## src/rtl/pipe_pkg.sv

```systemverilog
// pipe_pkg: shared types and helpers for the pipeline hazard controller
package pipe_pkg;
  localparam logic [1:0] FWD_RF  = 2'b00;
  localparam logic [1:0] FWD_EX  = 2'b01;
  localparam logic [1:0] FWD_MEM = 2'b10;
  localparam logic [1:0] FWD_WB  = 2'b11;
  typedef enum logic [1:0] {RUN = 2'b00, STALL = 2'b01, FLUSH = 2'b10} state_e;
  typedef struct packed {
    logic       valid;
    logic [3:0] rd;
    logic       load;
  } sb_entry_t;
  function automatic logic sb_hit(input sb_entry_t e, input logic [3:0] src, input logic use_src,
                                  input logic r0_zero);
    return e.valid && use_src && (e.rd == src) && !(r0_zero && (e.rd == 4'd0));
  endfunction
  function automatic logic [1:0] fwd_sel(input sb_entry_t ex, input sb_entry_t mem, input sb_entry_t wb,
                                         input logic [3:0] src, input logic use_src, input logic r0_zero);
    return sb_hit(ex, src, use_src, r0_zero)  ? (ex.load ? FWD_RF : FWD_EX) :
           sb_hit(mem, src, use_src, r0_zero) ? FWD_MEM :
           sb_hit(wb, src, use_src, r0_zero)  ? FWD_WB : FWD_RF;
  endfunction
endpackage

```

## src/rtl/pipe_hazard_ctrl_scoreboard.sv

```systemverilog
// hazard_scoreboard: in-flight writer shift register with forward/load-use compare
module hazard_scoreboard
  import pipe_pkg::*;
#(
  parameter bit R0_ZERO = 1'b1
) (
  input  logic       clk_i,
  input  logic       rst_i,
  input  logic       adv_i,
  input  sb_entry_t  ins_i,
  input  logic [3:0] rs_i,
  input  logic [3:0] rt_i,
  input  logic       use_rs_i,
  input  logic       use_rt_i,
  input  logic       kill_i,
  output logic [1:0] fwd_a_o,
  output logic [1:0] fwd_b_o,
  output logic       load_use_o
);
  sb_entry_t ex_q, mem_q, wb_q;
  always_ff @(posedge clk_i or posedge rst_i) begin
    if (rst_i) begin
      ex_q  <= '0;
      mem_q <= '0;
      wb_q  <= '0;
    end else if (adv_i) begin
      wb_q  <= mem_q;
      mem_q <= ex_q;
      ex_q  <= ins_i;
    end
  end
  assign fwd_a_o    = kill_i ? FWD_RF : fwd_sel(ex_q, mem_q, wb_q, rs_i, use_rs_i, R0_ZERO);
  assign fwd_b_o    = kill_i ? FWD_RF : fwd_sel(ex_q, mem_q, wb_q, rt_i, use_rt_i, R0_ZERO);
  assign load_use_o = ex_q.load && (sb_hit(ex_q, rs_i, use_rs_i, R0_ZERO) || sb_hit(ex_q, rt_i, use_rt_i, R0_ZERO));
endmodule

```

## src/rtl/pipe_hazard_ctrl.sv

```systemverilog
// pipe_hazard_ctrl: stall/flush/freeze sequencing and operand forwarding for the 5-stage pipeline
module pipe_hazard_ctrl
  import pipe_pkg::*;
#(
  parameter int FLUSH_CYCLES = 2,
  parameter bit R0_ZERO      = 1'b1
) (
  input  logic       clk_i,
  input  logic       rst_i,
  input  logic       dec_valid_i,
  input  logic [3:0] dec_rs_i,
  input  logic [3:0] dec_rt_i,
  input  logic       dec_use_rs_i,
  input  logic       dec_use_rt_i,
  input  logic [3:0] dec_rd_i,
  input  logic       dec_wen_i,
  input  logic       dec_load_i,
  input  logic       ex_redirect_i,
  input  logic       mem_busy_i,
  output logic       pc_hold_o,
  output logic       ifid_hold_o,
  output logic       idex_bubble_o,
  output logic       flush_ifid_o,
  output logic [1:0] fwd_a_o,
  output logic [1:0] fwd_b_o,
  output logic [1:0] state_o
);
  state_e     state_q, state_d;
  logic [1:0] cnt_q, cnt_d;
  logic       pend_q, pend_d;
  logic       redir, lu_raw, hold, bubble, flush;
  logic [1:0] fa, fb;
  sb_entry_t  ins;
  assign redir = ~mem_busy_i & (ex_redirect_i | pend_q);
  assign ins   = {dec_valid_i & dec_wen_i & ~bubble, dec_rd_i, dec_load_i};
  hazard_scoreboard #(.R0_ZERO(R0_ZERO)) u_sb (
    .clk_i      (clk_i),
    .rst_i      (rst_i),
    .adv_i      (~mem_busy_i),
    .ins_i      (ins),
    .rs_i       (dec_rs_i),
    .rt_i       (dec_rt_i),
    .use_rs_i   (dec_use_rs_i),
    .use_rt_i   (dec_use_rt_i),
    .kill_i     ((state_q == FLUSH) | redir),
    .fwd_a_o    (fa),
    .fwd_b_o    (fb),
    .load_use_o (lu_raw)
  );
  always_ff @(posedge clk_i or posedge rst_i) begin
    if (rst_i) begin
      state_q <= RUN;
      cnt_q   <= '0;
      pend_q  <= 1'b0;
    end else begin
      state_q <= state_d;
      cnt_q   <= cnt_d;
      pend_q  <= pend_d;
    end
  end
  // freeze beats redirect beats load-use; a redirect seen while frozen is replayed on unfreeze
  always_comb begin
    state_d = state_q;
    cnt_d   = cnt_q;
    pend_d  = pend_q;
    hold    = 1'b0;
    bubble  = 1'b0;
    flush   = 1'b0;
    if (mem_busy_i) begin
      hold   = 1'b1;
      pend_d = pend_q | ex_redirect_i;
    end else if (redir) begin
      bubble  = 1'b1;
      flush   = 1'b1;
      pend_d  = 1'b0;
      cnt_d   = 2'(FLUSH_CYCLES - 1);
      state_d = (FLUSH_CYCLES == 1) ? RUN : FLUSH;
    end else begin
      case (state_q)
        RUN: begin
          hold    = dec_valid_i & lu_raw;
          bubble  = dec_valid_i & lu_raw;
          state_d = (dec_valid_i & lu_raw) ? STALL : RUN;
        end
        STALL: state_d = RUN;
        FLUSH: begin
          bubble  = 1'b1;
          cnt_d   = (cnt_q == 2'd0) ? 2'd0 : cnt_q - 2'd1;
          state_d = (cnt_q <= 2'd1) ? RUN : FLUSH;
        end
        default: state_d = RUN;
      endcase
    end
  end
  assign pc_hold_o     = ~rst_i & hold;
  assign ifid_hold_o   = ~rst_i & hold;
  assign idex_bubble_o = ~rst_i & bubble;
  assign flush_ifid_o  = ~rst_i & flush;
  assign fwd_a_o       = rst_i ? FWD_RF : fa;
  assign fwd_b_o       = rst_i ? FWD_RF : fb;
  assign state_o       = state_q;
endmodule
```

## config.mk

```make
export PLATFORM = sky130hd
export DESIGN_NAME = pipe_hazard_ctrl
export DESIGN_NICKNAME = d
export VERILOG_FILES = /design/src/rtl/pipe_pkg.sv /design/src/rtl/pipe_hazard_ctrl_scoreboard.sv /design/src/rtl/pipe_hazard_ctrl.sv
export SDC_FILE = /design/constraint.sdc
export NUM_CORES = 1
export LEC_CHECK = 0
export ABC_AREA = 1
export BUFFER_PORTS_ARGS = -buffer_cell sky130_fd_sc_hd__buf_2
export CORE_UTILIZATION = 49
export CTS_BUF_LIST = sky130_fd_sc_hd__clkbuf_8 sky130_fd_sc_hd__clkbuf_16
export DETAILED_ROUTE_END_ITERATION = 8
export PLACE_DENSITY = 0.75
export SETUP_SLACK_MARGIN = 0.3
export SLEW_MARGIN = 0
export SYNTH_ARGS = -nofsm -noshare
export SYNTH_HDL_FRONTEND = slang
export SYNTH_HIERARCHICAL = 1
export SYNTH_SLANG_ARGS = --single-unit
```

## constraint.sdc

```tcl
create_clock -name clk_i -period 1.4 [get_ports clk_i]
set_input_delay 0.07 -clock clk_i [delete_from_list [all_inputs] [get_ports clk_i]]
set_output_delay 0.07 -clock clk_i [all_outputs]
set_load 0.05 [all_outputs]
```

* After elaboration in Yosys (flattened, before gate mapping)
Index checks and enable logic that the tools add are counted.
Storage, ports and cells: flip-flop bits (word level) 21, logic and storage cells 90
Cells by class: add/sub/neg operators 1, magnitude comparators 1, equality and inequality tests 7, mux-type cells 28, bitwise operators 12, reduce and logical (&&, ||, !) cells 31
Operators with widths (count):
- two-way mux 2 bit | 15
- equality test 4 bit | 6
- logical AND 1 bit | 19
- logical NOT 4 bit | 3
- two-way mux 1 bit | 11
- bitwise AND 1 bit | 7
- logical NOT 2 bit | 2
- case mux 2 bit (2 select lines) | 1
- nonzero test 2 bit | 2
- logical NOT 1 bit | 3
- NOT 1 bit | 3
- equality test 2 bit, second input constant | 1
- less-or-equal comparator 2 x 1 -> 1 bit, second input constant | 1
- OR 1 bit | 2
- case mux 1 bit (2 select lines) | 1
- AND reduction 2 bit | 1
- subtractor 2 x 1 -> 2 bit, second input constant | 1
- logical OR 1 bit | 1

* Depth between registers and ports, before layout
Gate-level depths: netlist of the first run.
word-level depth 11, depth in mapped cells 12, mapped depth without buffers 12

* Hierarchy
The synthesis of the first run kept the hierarchy.
Modules (own cells, without submodules):
- hazard_scoreboard | instances 1, cells an instance 187, area each 1134.8 µm²
- pipe_hazard_ctrl | instances 1, cells an instance 55, area each 364.1 µm²

* Worst setup path before layout of the first run
OpenSTA, ideal clock, no wires.
path kind reg2out, start point reg u_sb/ex_q[3] (netlist name), end point out pc_hold_o, data arrival time 2.177 ns, data required time 1.330 ns, setup slack -0.847 ns, stages on the path, launching flop included 11, path buffers 1, cell sequence dfrtp_1 inv_1 nor2_1 nor2_1 nand4_1 nand2_1 nand2_1 inv_1 nand3_1 a21oi_1 buf_4
On the way: word-level cells in the longest chain between the ends 10, elaborated cells between the ends (all ways) 15
Ends and longest elaborated chain:
- start, declared | RTL line pipe_hazard_ctrl_scoreboard.sv:20 | sb_entry_t ex_q, mem_q, wb_q;
- start signal, assigned | RTL line pipe_hazard_ctrl_scoreboard.sv:29 | ex_q <= ins_i;
- equality test 4 bit or logical NOT 4 bit (tied branches) | RTL line pipe_pkg.sv:15 | return e.valid && use_src && (e.rd == src) && !(r0_zero && (e.rd == 4'd0));
- logical AND 1 bit or logical NOT 1 bit (tied branches) | RTL line pipe_pkg.sv:15
- logical AND 1 bit | RTL line pipe_pkg.sv:15
- logical OR 1 bit (*) | RTL line pipe_hazard_ctrl_scoreboard.sv:34 | assign load_use_o = ex_q.load && (sb_hit(ex_q, rs_i, use_rs_i, R0_ZERO) || sb_hit(ex_q, rt_i, use_rt_i, R0_ZER ...
- logical AND 1 bit (*) | RTL line pipe_hazard_ctrl_scoreboard.sv:34
- via lu_raw | RTL line pipe_hazard_ctrl.sv:31 | logic redir, lu_raw, hold, bubble, flush;
- bitwise AND 1 bit (*) | RTL line pipe_hazard_ctrl.sv:81 | hold = dec_valid_i & lu_raw;
- two-way mux 1 bit (*) | RTL line pipe_hazard_ctrl.sv:79 | case (state_q)
- two-way mux 1 bit (*) | RTL line pipe_hazard_ctrl.sv:72 | end else if (redir) begin
- two-way mux 1 bit (*) | RTL line pipe_hazard_ctrl.sv:69 | if (mem_busy_i) begin
- bitwise AND 1 bit (*)
- end, declared | RTL line pipe_hazard_ctrl.sv:20 | output logic pc_hold_o,
Mark *: on every way through the listed nets, which the timed path passes. The rest lies on a longest branch.

* Final worst setup path of the first run
start point reg u_sb/ex_q[3] (netlist name), end point out fwd_b_o[1]
On the way: word-level cells in the longest chain between the ends 6, elaborated cells between the ends (all ways) 8
Ends and longest elaborated chain:
- equality test 4 bit or logical NOT 4 bit (tied branches) | RTL line pipe_pkg.sv:15
- logical AND 1 bit or logical NOT 1 bit (tied branches) | RTL line pipe_pkg.sv:15
- logical AND 1 bit (*) | RTL line pipe_pkg.sv:15
- two-way mux 2 bit (*) | RTL line pipe_pkg.sv:19 | return sb_hit(ex, src, use_src, r0_zero) ? (ex.load ? FWD_RF : FWD_EX) :
- two-way mux 2 bit (*) | RTL line pipe_hazard_ctrl_scoreboard.sv:33 | assign fwd_b_o = kill_i ? FWD_RF : fwd_sel(ex_q, mem_q, wb_q, rt_i, use_rt_i, R0_ZERO);
- via fb[1] | RTL line pipe_hazard_ctrl.sv:32 | logic [1:0] fa, fb;
- two-way mux 2 bit (*) | RTL line pipe_hazard_ctrl.sv:100 | assign fwd_b_o = rst_i ? FWD_RF : fb;
- end, declared | RTL line pipe_hazard_ctrl.sv:25 | output logic [1:0] fwd_b_o,
Marked as above.

==> flow_summary_export.csv, run 1 <==
group,metric,value,unit
cells_and_area,final_common_cell,"nand2_1",
floorplanning,die_x,57.3,um
min_path,holdCritPathClass,"in2reg",
sta,hold_viol,0,
worst_setup_path,crit_fanout,6,
sta,setup_viol,8,
clock_network,cts_max_level,1,
status,status,"finished, violations left",
power,power_density,834,nW/um2
detailed_routing,drc,3,
placed_design,placed_area,1830,um2
floorplanning,die_h,57.3,um
yosys,synth_fp_nets,263,
grt,grt_max_degree,23,
sta,drv_slew,0,
yosys,synth_seq_cells,21,
clock_network,cts_buffers,3,
yosys,yosys.area.top_type_share,35.1,%
detailed_routing,postRouteAntennaNets,0,
floorplanning,top_level_ports,31,
power,vdd_ir_drop_max,0.723,mV
clock_network,max-clock-path-buffers,2,
cells_and_area,final_cell_area,2000,um2
yosys,yosys_warnings,6,
worst_setup_path,slowest_stage,"dfrtp_1",
clock_network,insertion_delay,0.26,ns
yosys,avgSynthCellArea,6.19,um2
detailed_routing,initialDrtViolationCount,135,
grt,gr-usage-all-layers,26.1,%
grt,grt_pass1_vias,1477,
yosys,synth_top_area_cell,"dfrtp_1",
placed_design,place_congestion,1.01,
worst_setup_path,critPathLaunchType,"flip-flop",
clock_network,clkTransAtPathRegs,0.08,ns
detailed_routing,wirelength,3810,um
yosys,synth.distinct_cells,21,
detailed_routing,wl_per_cell,11.7,um
cells_and_area,num-nets-final,316,
sta,layout_min_cycle_time,1.87,ns
detailed_routing,drt-pass1-iter-count,7,
cells_and_area,area.growth.synth_to_final,33.6,%
yosys,synthTopCellsByArea,"dfrtp_1 (35%), nand2_1 (21%), nor2_1 (8.0%)",
sta,fmax,535,MHz
cells_and_area,antennaDiodeCount,0,
worst_setup_path,path_common_cell,"nor2_2",
sta,period_share,133,%
placed_design,dp_hpwl,2870,um
worst_setup_path,worstPathRequired,1.33,ns
worst_setup_path,worstSetupEndpointType,"output port",
sta,setup_ws,-0.468,ns
worst_setup_path,worstPathArrival,1.80,ns
placed_design,port_buffers,30,
power,p_total,1.67,mW
floorplanning,start_util,53.0,%
grt,grt.overflow.total,0,
sta,tns,-3.31,ns
worst_setup_path,critPathBufInv,4,
floorplanning,core-area,2830,um2
detailed_routing,viasPerCell,4.91,
grt,grt_pass1_wl,6550,um
power,leakage,1.06,nW
worst_setup_path,critPathMaxStageDelay,0.39,ns
clock_network,clock_sinks,21,
floorplanning,num_rows,19,
yosys,synth_area,1500,um2
detailed_routing,num_vias,1596,
status,failed_checks,"DRC, setup timing",
cells_and_area,final_cell_mix,"nand2_1 (82), inv_1 (27), nor2_1 (22), buf_2 (22), buf_4 (22)",
sta,worst_pin_slew,0.257,ns
floorplanning,die_area,3280,um2
worst_setup_path,crit_family,"simple AND/OR/NAND/NOR gates",
worst_setup_path,path_class,"reg2out",
yosys,synthCells,242,
worst_setup_path,cp_cell_sequence,"inv_2 -> nand2_2 -> nor2_2 -> nor2_1 -> buf_4 -> nand3_1 -> nand2_1 -> a21oi_2 -> inv_1 -> nor2_2 -> buf_6",
clock_network,ctsRootBufferMaster,"clkbuf_8",
sta,rsz0062_at_grt,"true",
yosys,ys_seq_area_share,35.1,%
sta,slew_headroom,83.0,%
clock_network,cts_tree,"done",
sta,fin_skew,0.00191,ns
job,max_cap_viol_count,0,
worst_setup_path,rrSetupSlack,-0.30,ns
grt,antenna_found_initial,0,
cells_and_area,drive_above_1_share,36.1,%
## report_power, final
group	switching, mW	leakage (nW)	internal (mW)	total (mW)
Combinational	0.330	0.775	0.213	0.544
Clock	0.203	0.0269	0.196	0.398
Sequential	0.0605	0.261	0.667	0.728
Total	0.594	1.06	1.08	1.67
## cell type report
cell class              count  area [um2]
fillers                   246         827
inverters                  41         154
multi-input cells         175         861
well taps                  31        38.8
clock buffers               3        41.3
clock inverters             1        3.75
flip-flops and latches     21         528
repair buffers             53         375
## routing by layer
metal	track usage [%]	vias to the layer above	part of all wire (%)
met5	0	-	0
met4	7.32	0	0.87
met3	2.95	4	5.6
met2	40.8	58	45
met1	38.3	692	49
li1	-	842	-
## stage by stage
stage          cells  worst slack, ns  hold slack (ns)  utilization, %
6_report         325           -0.468           0.0150            70.8
2_1_floorplan    242           -0.284          -0.0163               -
4_1_cts          322           -0.427           0.0149            69.0
3_5_place_dp     316           -0.239            0.101            64.6
3_3_place_gp     316           -0.231           0.0915            64.6
5_1_grt          325           -0.635           0.0190            70.8
## cell usage after synthesis
cell	count
inv_1	31
mux2_2	2
xnor2_1	4
inv_2	10
buf_2	1
nor2_2	7
nand2_2	2
nand3_1	10
nand2_1	85
nand4_1	3
dfrtp_1	21
o211ai_1	1
clkbuf_1	3
nand2_4	1
a21oi_1	6
o21ai_0	17
o21ai_1	1
a21oi_2	3
o21ai_2	1
nor2_1	32
buf_4	1
## registers in the layout, summed over array words and instances (netlist names)
name	cells
cnt_q	2
state_o	2
u_sb/ex_q	6
pend_q	1
u_sb/wb_q	5
u_sb/mem_q	5
## worst reg2reg max path, delay by kind of cell (launching register included)
kind | cells | cell delay (ns)
buffers and inverters | 3 | 0.31
flip-flops | 1 | 0.42
multiplexers | 1 | 0.25
AND/OR/NAND/NOR | 9 | 0.62
## kinds of logic after synthesis
family / count (synthesis) / synth area share, %
buffers and inverters: 46 / 11.9
AO/OA/AOI/OAI: 29 / 10.9
flip-flops: 21 / 35.1
multiplexers: 2 / 1.50
XOR/XNOR: 4 / 2.34
AND/OR/NAND/NOR: 140 / 38.4
## worst paths after layout
path | startpoint | endpoint | cells past startpoint
worst max-delay path | u_sb/ex_q[3] | fwd_b_o[1] | 11
worst min-delay path | dec_rd_i[2] | u_sb/ex_q[3] | 3
worst max register to register | u_sb/ex_q[1] | u_sb/ex_q[5] | 13
worst min register to register | u_sb/mem_q[4] | u_sb/wb_q[4] | 2
max in group asynchronous | rst_i | u_sb/mem_q[2] | 4
min in group asynchronous | rst_i | state_o[0] | 3
## repair_timing
| item | CTS | global route |
|---|---|---|
| setup buffers | 1 | 3 |
| gates cloned | 0 | 0 |
| hold buffers | 1 | 0 |
| hold endpoints to repair | 21 | 0 |
| gates resized for setup | 20 | 11 |
| pin swaps | 4 | 8 |
| setup endpoints to repair | 10 | 12 |
No activity file was read; power rests on OpenSTA's default activity.
==> run 2, diff against run 1 <==
==> constraint.sdc (replaced) <==
create_clock -name clk_i -period 1.4 [get_ports clk_i]
set_input_delay 0.14 -clock clk_i [delete_from_list [all_inputs] [get_ports clk_i]]
set_output_delay 0.14 -clock clk_i [all_outputs]
set_load 0.05 [all_outputs]
==> flow_summary_export.csv, run 2 (synthesis gave the netlist of run 1 again) <==
group,metric,value,unit
status,status,"finished, violations left",
status,failed_checks,"DRC, setup timing",
detailed_routing,wirelength,4710,um
grt,antenna_found_initial,0,
floorplanning,die_area,3280,um2
sta,hold_viol,0,
grt,grt_pass1_vias,1544,
clock_network,clock_sinks,21,
cells_and_area,top_regs,"u_sb/ex_q: 6 flops, u_sb/mem_q: 5 flops, u_sb/wb_q: 5 flops",
worst_setup_path,worstPathArrival,1.90,ns
grt,use_met1,39.0,%
power,vdd_ir_drop_max,0.497,mV
floorplanning,top_level_ports,31,
sta,layout_min_cycle_time,2.04,ns
worst_setup_path,worstPathRequired,1.26,ns
grt,grt_use_met2,42.0,%
placed_design,dp_hpwl,2950,um
placed_design,place_congestion,0.937,
detailed_routing,initialDrtViolationCount,104,
grt,grt_pass1_wl,6740,um
cells_and_area,antennaDiodeCount,0,
cells_and_area,largest_reg_flops,6,
sta,rsz0062_at_grt,"true",
worst_setup_path,rrSetupSlack,-0.35,ns
clock_network,clkTransAtPathRegs,0.08,ns
grt,gr-usage-met3,3.40,%
sta,setup_viol,9,
clock_network,ctsRootBufferMaster,"clkbuf_8",
worst_setup_path,critPathLaunchType,"flip-flop",
placed_design,pre_cts_ws,-0.287,ns
grt,grt.overflow.total,0,
floorplanning,die_h,57.3,um
grt,grt_max_degree,22,
power,leakage,1.14,nW
detailed_routing,drc,3,
cells_and_area,regMostFlops,"u_sb/ex_q",
detailed_routing,num_vias,1768,
placed_design,port_buffers,30,
job,max_cap_viol_count,0,
sta,worst_pin_slew,0.281,ns
worst_setup_path,path_class,"reg2out",
grt,gr-usage-all-layers,26.7,%
cells_and_area,fin_util,77.9,%
detailed_routing,wl_per_cell,13.8,um
worst_setup_path,worstSetupEndpointType,"output port",
sta,fmax,489,MHz
detailed_routing,postRouteAntennaNets,0,
clock_network,max-clock-path-buffers,2,
grt,grt-busiest-layer,"met2",
sta,setup_ws,-0.643,ns
sta,slew_headroom,81.1,%
power,power_density,799,nW/um2
floorplanning,num_rows,19,
cells_and_area,final_cell_mix,"nand2_1 (77), buf_4 (33), inv_1 (26)",
cells_and_area,num-nets-final,331,
floorplanning,die_x,57.3,um
sta,fin_skew,0.00261,ns
clock_network,cts_tree,"done",
clock_network,cts_buffers,3,
cells_and_area,drive_above_1_share,42.4,%
cells_and_area,area.growth.synth_to_final,47.1,%
clock_network,insertion_delay,0.26,ns
sta,period_share,146,%
detailed_routing,viasPerCell,5.20,
min_path,holdCritPathClass,"in2async",
detailed_routing,drt-pass1-iter-count,7,
clock_network,cts_max_level,1,
sta,drv_slew,0,
floorplanning,core-area,2830,um2
worst_setup_path,crit_fanout,6,
cells_and_area,final_common_cell,"nand2_1",
floorplanning,start_util,53.0,%
-- run 2: final timing paths --
kind	start	endpoint	cells after the start
worst min-delay path	rst_i	u_sb/wb_q[3]	3
max in group asynchronous	rst_i	state_o[1]	3
min in group clk_i	dec_rd_i[2]	u_sb/ex_q[3]	3
worst min register to register	cnt_q[0]	cnt_q[0]	2
worst max register to register	u_sb/ex_q[4]	u_sb/ex_q[5]	12
worst max-delay path	u_sb/ex_q[3]	fwd_a_o[0]	12
-- run 2: cell type report --
type | instances | area [um2]
clock buffer | 3 | 41.3
multi-input combinational | 175 | 928
tap | 31 | 38.8
timing repair buffer | 68 | 509
inverter | 41 | 154
sequential | 21 | 529
fill | 203 | 624
clock inverter | 1 | 3.75
-- run 2: worst max-delay path: stages (launching register included) --
cell     delay [ns]
dfrtp_1        0.40
inv_2          0.13
nand2_2        0.10
nor2_4         0.15
nor2_4         0.07
nand4_1        0.12
buf_4          0.13
buf_6          0.09
nand2_4        0.04
a21oi_2        0.09
inv_1          0.06
nor2_2         0.12
buf_6          0.17
-- run 2: per-stage QoR --
stage	power (mW)	instance area [um2]	setup TNS [ns]	hold WS [ns]	cells
finish	1.76	2200	-4.72	0.00292	340
CTS	1.67	2050	-3.23	0.00184	332
global placement	1.23	1870	-1.79	0.161	322
global route	1.86	2200	-5.47	0.0245	340
floorplan	1.06	1530	-1.44	0.0537	242
detailed placement	1.24	1870	-1.87	0.168	322
-- run 2: power by group --
group	switching [mW]	leakage [nW]	internal [mW]
clock network	0.202	0.0269	0.195
registers	0.0635	0.259	0.668
logic	0.382	0.856	0.250
-- run 2: metal layers --
layer	part of all wire, %	vias to the layer above
met1	43	795
met4	2.9	0
met2	47	85
met3	6.4	18
met5	0	-
li1	-	870
-- run 2: timing repair --
| item | CTS | global route |
|---|---|---|
| hold buffers | 1 | 0 |
| setup endpoints to repair | 12 | 11 |
| resized for setup | 29 | 26 |
| cloned | 0 | 0 |
| endpoints found under the hold margin | 5 | 0 |
| buffers inserted | 5 | 8 |
| pin swaps | 9 | 14 |
==> run 3, diff against run 2 <==
Settings changed: CORE_MARGIN set to 1.5.
==> flow_summary_export.csv, run 3 (synthesis gave the netlist of run 1 again) <==
group,metric,value,unit
status,status,"finished, violations left",
status,failed_checks,"setup timing",
clock_network,insertion_delay,0.26,ns
power,combinationalPowerShare,34.0,%
worst_setup_path,r2r_end,"u_sb/ex_q[5]",
cells_and_area,regMostFlops,"u_sb/ex_q",
placed_design,dp_hpwl,2900,um
power,seqPwrFrac,42.9,%
power,power.internal,1.10,mW
floorplanning,die_h,58.3,um
detailed_routing,wl_per_cell,11.7,um
placed_design,dp_cells,321,
cells_and_area,n_fill_cell,230,
sta,fmax,515,MHz
placed_design,port_buffers,30,
sta,setup_viol,9,
sta,worst_pin_slew,0.246,ns
cells_and_area,largest_reg_flops,6,
grt,grt_pass1_vias,1468,
worst_setup_path,slowest_stage,"dfrtp_1",
sta,fin_skew,0.00141,ns
grt,grt-busiest-layer,"met2",
clock_network,cts_max_level,1,
cells_and_area,area.growth.synth_to_final,39.4,%
worst_setup_path,worstPathRequired,1.26,ns
sta,rsz0062_at_grt,"true",
power,leakage,1.10,nW
detailed_routing,viasPerCell,4.98,
floorplanning,die_x,58.3,um
cells_and_area,multi_input_area,882,um2
power,power_density,809,nW/um2
cells_and_area,final_cell_mix,"nand2_1 (77), inv_1 (28), buf_4 (27)",
min_path,holdCritPathClass,"in2reg",
power,pwr-share-clk,23.1,%
cells_and_area,fin_cells,332,
cells_and_area,final_cell_area,2090,um2
clock_network,ctsRootBufferMaster,"clkbuf_8",
grt,grt_max_degree,22,
placed_design,placed_area,1870,um2
job,max_cap_viol_count,0,
cells_and_area,num-nets-final,323,
grt,antenna_found_initial,0,
worst_setup_path,r2r_cells,11,
power,p_sw_share,35.1,%
power,p_sw,0.594,mW
cells_and_area,top_regs,"u_sb/ex_q: 6 flops, u_sb/mem_q: 5 flops, u_sb/wb_q: 5 flops",
worst_setup_path,worstSetupEndpointType,"output port",
sta,period_share,139,%
clock_network,cts_tree,"done",
detailed_routing,initialDrtViolationCount,83,
detailed_routing,num_vias,1652,
sta,setup_ws,-0.542,ns
clock_network,clock_sinks,21,
grt,grt_use_met2,36.9,%
clock_network,clkTransAtPathRegs,0.07,ns
power,vdd_ir_drop_max,0.588,mV
cells_and_area,drive_above_1_share,38.5,%
grt,gr-usage-all-layers,24.1,%
placed_design,place_congestion,0.894,
cells_and_area,final_common_cell,"nand2_1",
detailed_routing,drc,0,
min_path,holdPathStages,3,
detailed_routing,wirelength,3880,um
cells_and_area,regArea,528,um2
floorplanning,start_util,53.0,%
grt,grt_pass1_wl,6350,um
clock_network,cts_buffers,3,
worst_setup_path,cp_cell_sequence,"inv_2 -> nand2_2 -> nor2_2 -> nor2_2 -> nand4_1 -> nand2_1 -> nand2_1 -> inv_2 -> nand2_1 -> nor2_1 -> nor2_1 -> nor2_2 -> buf_6",
worst_setup_path,critPathLaunchType,"flip-flop",
sta,slew_headroom,83.7,%
floorplanning,die_area,3400,um2
min_path,whs_endpoint,"u_sb/ex_q[3]",
floorplanning,num_rows,19,
min_path,min_from,"dec_rd_i[2]",
grt,gr-usage-met3,3.74,%
sta,drv_slew,0,
grt,grt.overflow.total,0,
sta,layout_min_cycle_time,1.94,ns
worst_setup_path,crit_fanout,4,
detailed_routing,drt-pass1-iter-count,4,
clock_network,max-clock-path-buffers,2,
grt,use_met1,36.3,%
worst_setup_path,path_class,"reg2out",
floorplanning,top_level_ports,31,
worst_setup_path,worstPathArrival,1.80,ns
detailed_routing,postRouteAntennaNets,0,
worst_setup_path,critPathMaxStageDelay,0.42,ns
cells_and_area,antennaDiodeCount,0,
worst_setup_path,rrSetupSlack,-0.22,ns
sta,hold_viol,0,
worst_setup_path,r2r-start,"u_sb/ex_q[2]",
floorplanning,core-area,2830,um2
[run 3: cell count changes in the layout (fill, tap and decap cells not counted), sizes merged]
cell,delta
buf,-8
[run 3: per-stage QoR]
stage                     setup slack (ns)  hold slack, ns  setup TNS [ns]  power (mW)  util [%]
after CTS                           -0.510          0.0843           -3.35        1.66      70.4
after detailed placement            -0.305           0.173           -1.91        1.24      65.9
after global routing                -0.715           0.101           -4.90        1.80      73.9
final                               -0.542          0.0843           -3.71        1.69      73.9
after floorplan                     -0.354          0.0537           -1.44        1.06         -
after global placement              -0.294           0.167           -1.83        1.23      65.9
[run 3: how the worst max path moves through the flow]
stage                 start             to  cells after the start
6_report       u_sb/ex_q[1]  idex_bubble_o                     13
5_1_grt        u_sb/ex_q[1]  idex_bubble_o                     13
4_1_cts        u_sb/ex_q[1]  idex_bubble_o                     13
3_5_place_dp   u_sb/ex_q[1]      pc_hold_o                     11
3_3_place_gp   u_sb/ex_q[1]  idex_bubble_o                     13
2_1_floorplan  u_sb/ex_q[1]      pc_hold_o                     11
[run 3: power groups by stage]
stage	combinational [mW]	sequential (mW)	clock [mW]
3_5_place_dp	0.501	0.736	0
3_3_place_gp	0.498	0.733	0
4_1_cts	0.526	0.724	0.407
6_report	0.574	0.726	0.391
5_1_grt	0.638	0.735	0.426
2_1_floorplan	0.314	0.744	0
[run 3: worst max-delay path: cells and delay by family, from the launching register on]
| kind | cells | cell delay [ns] |
|---|---|---|
| simple gates | 10 | 0.81 |
| flops | 1 | 0.42 |
| buf+inv | 3 | 0.32 |
[run 3: cell type report]
class,instances,area share (%)
well taps,31,1.86
clock buffers,3,1.98
flip-flops and latches,21,25.3
multi-input cells,175,42.2
inverters,41,7.37
clock inverters,1,0.180
repair buffers,60,21.1
[run 3: routing by layer]
metal	share of wire [%]	vias up	routed length, um
li1	-	857	-
met1	48	744	1880
met2	46	47	1780
met3	5.0	4	193
met4	0.64	0	25
met5	0	-	0
[run 3: repair_timing]
action                                  CTS  global route
hold buffers                              1             0
gates cloned                              0             0
buffers inserted                          1             5
endpoints found under the setup margin   11            11
pin swaps                                 5             5
resized for setup                        22            18
hold endpoints to repair                 21             0
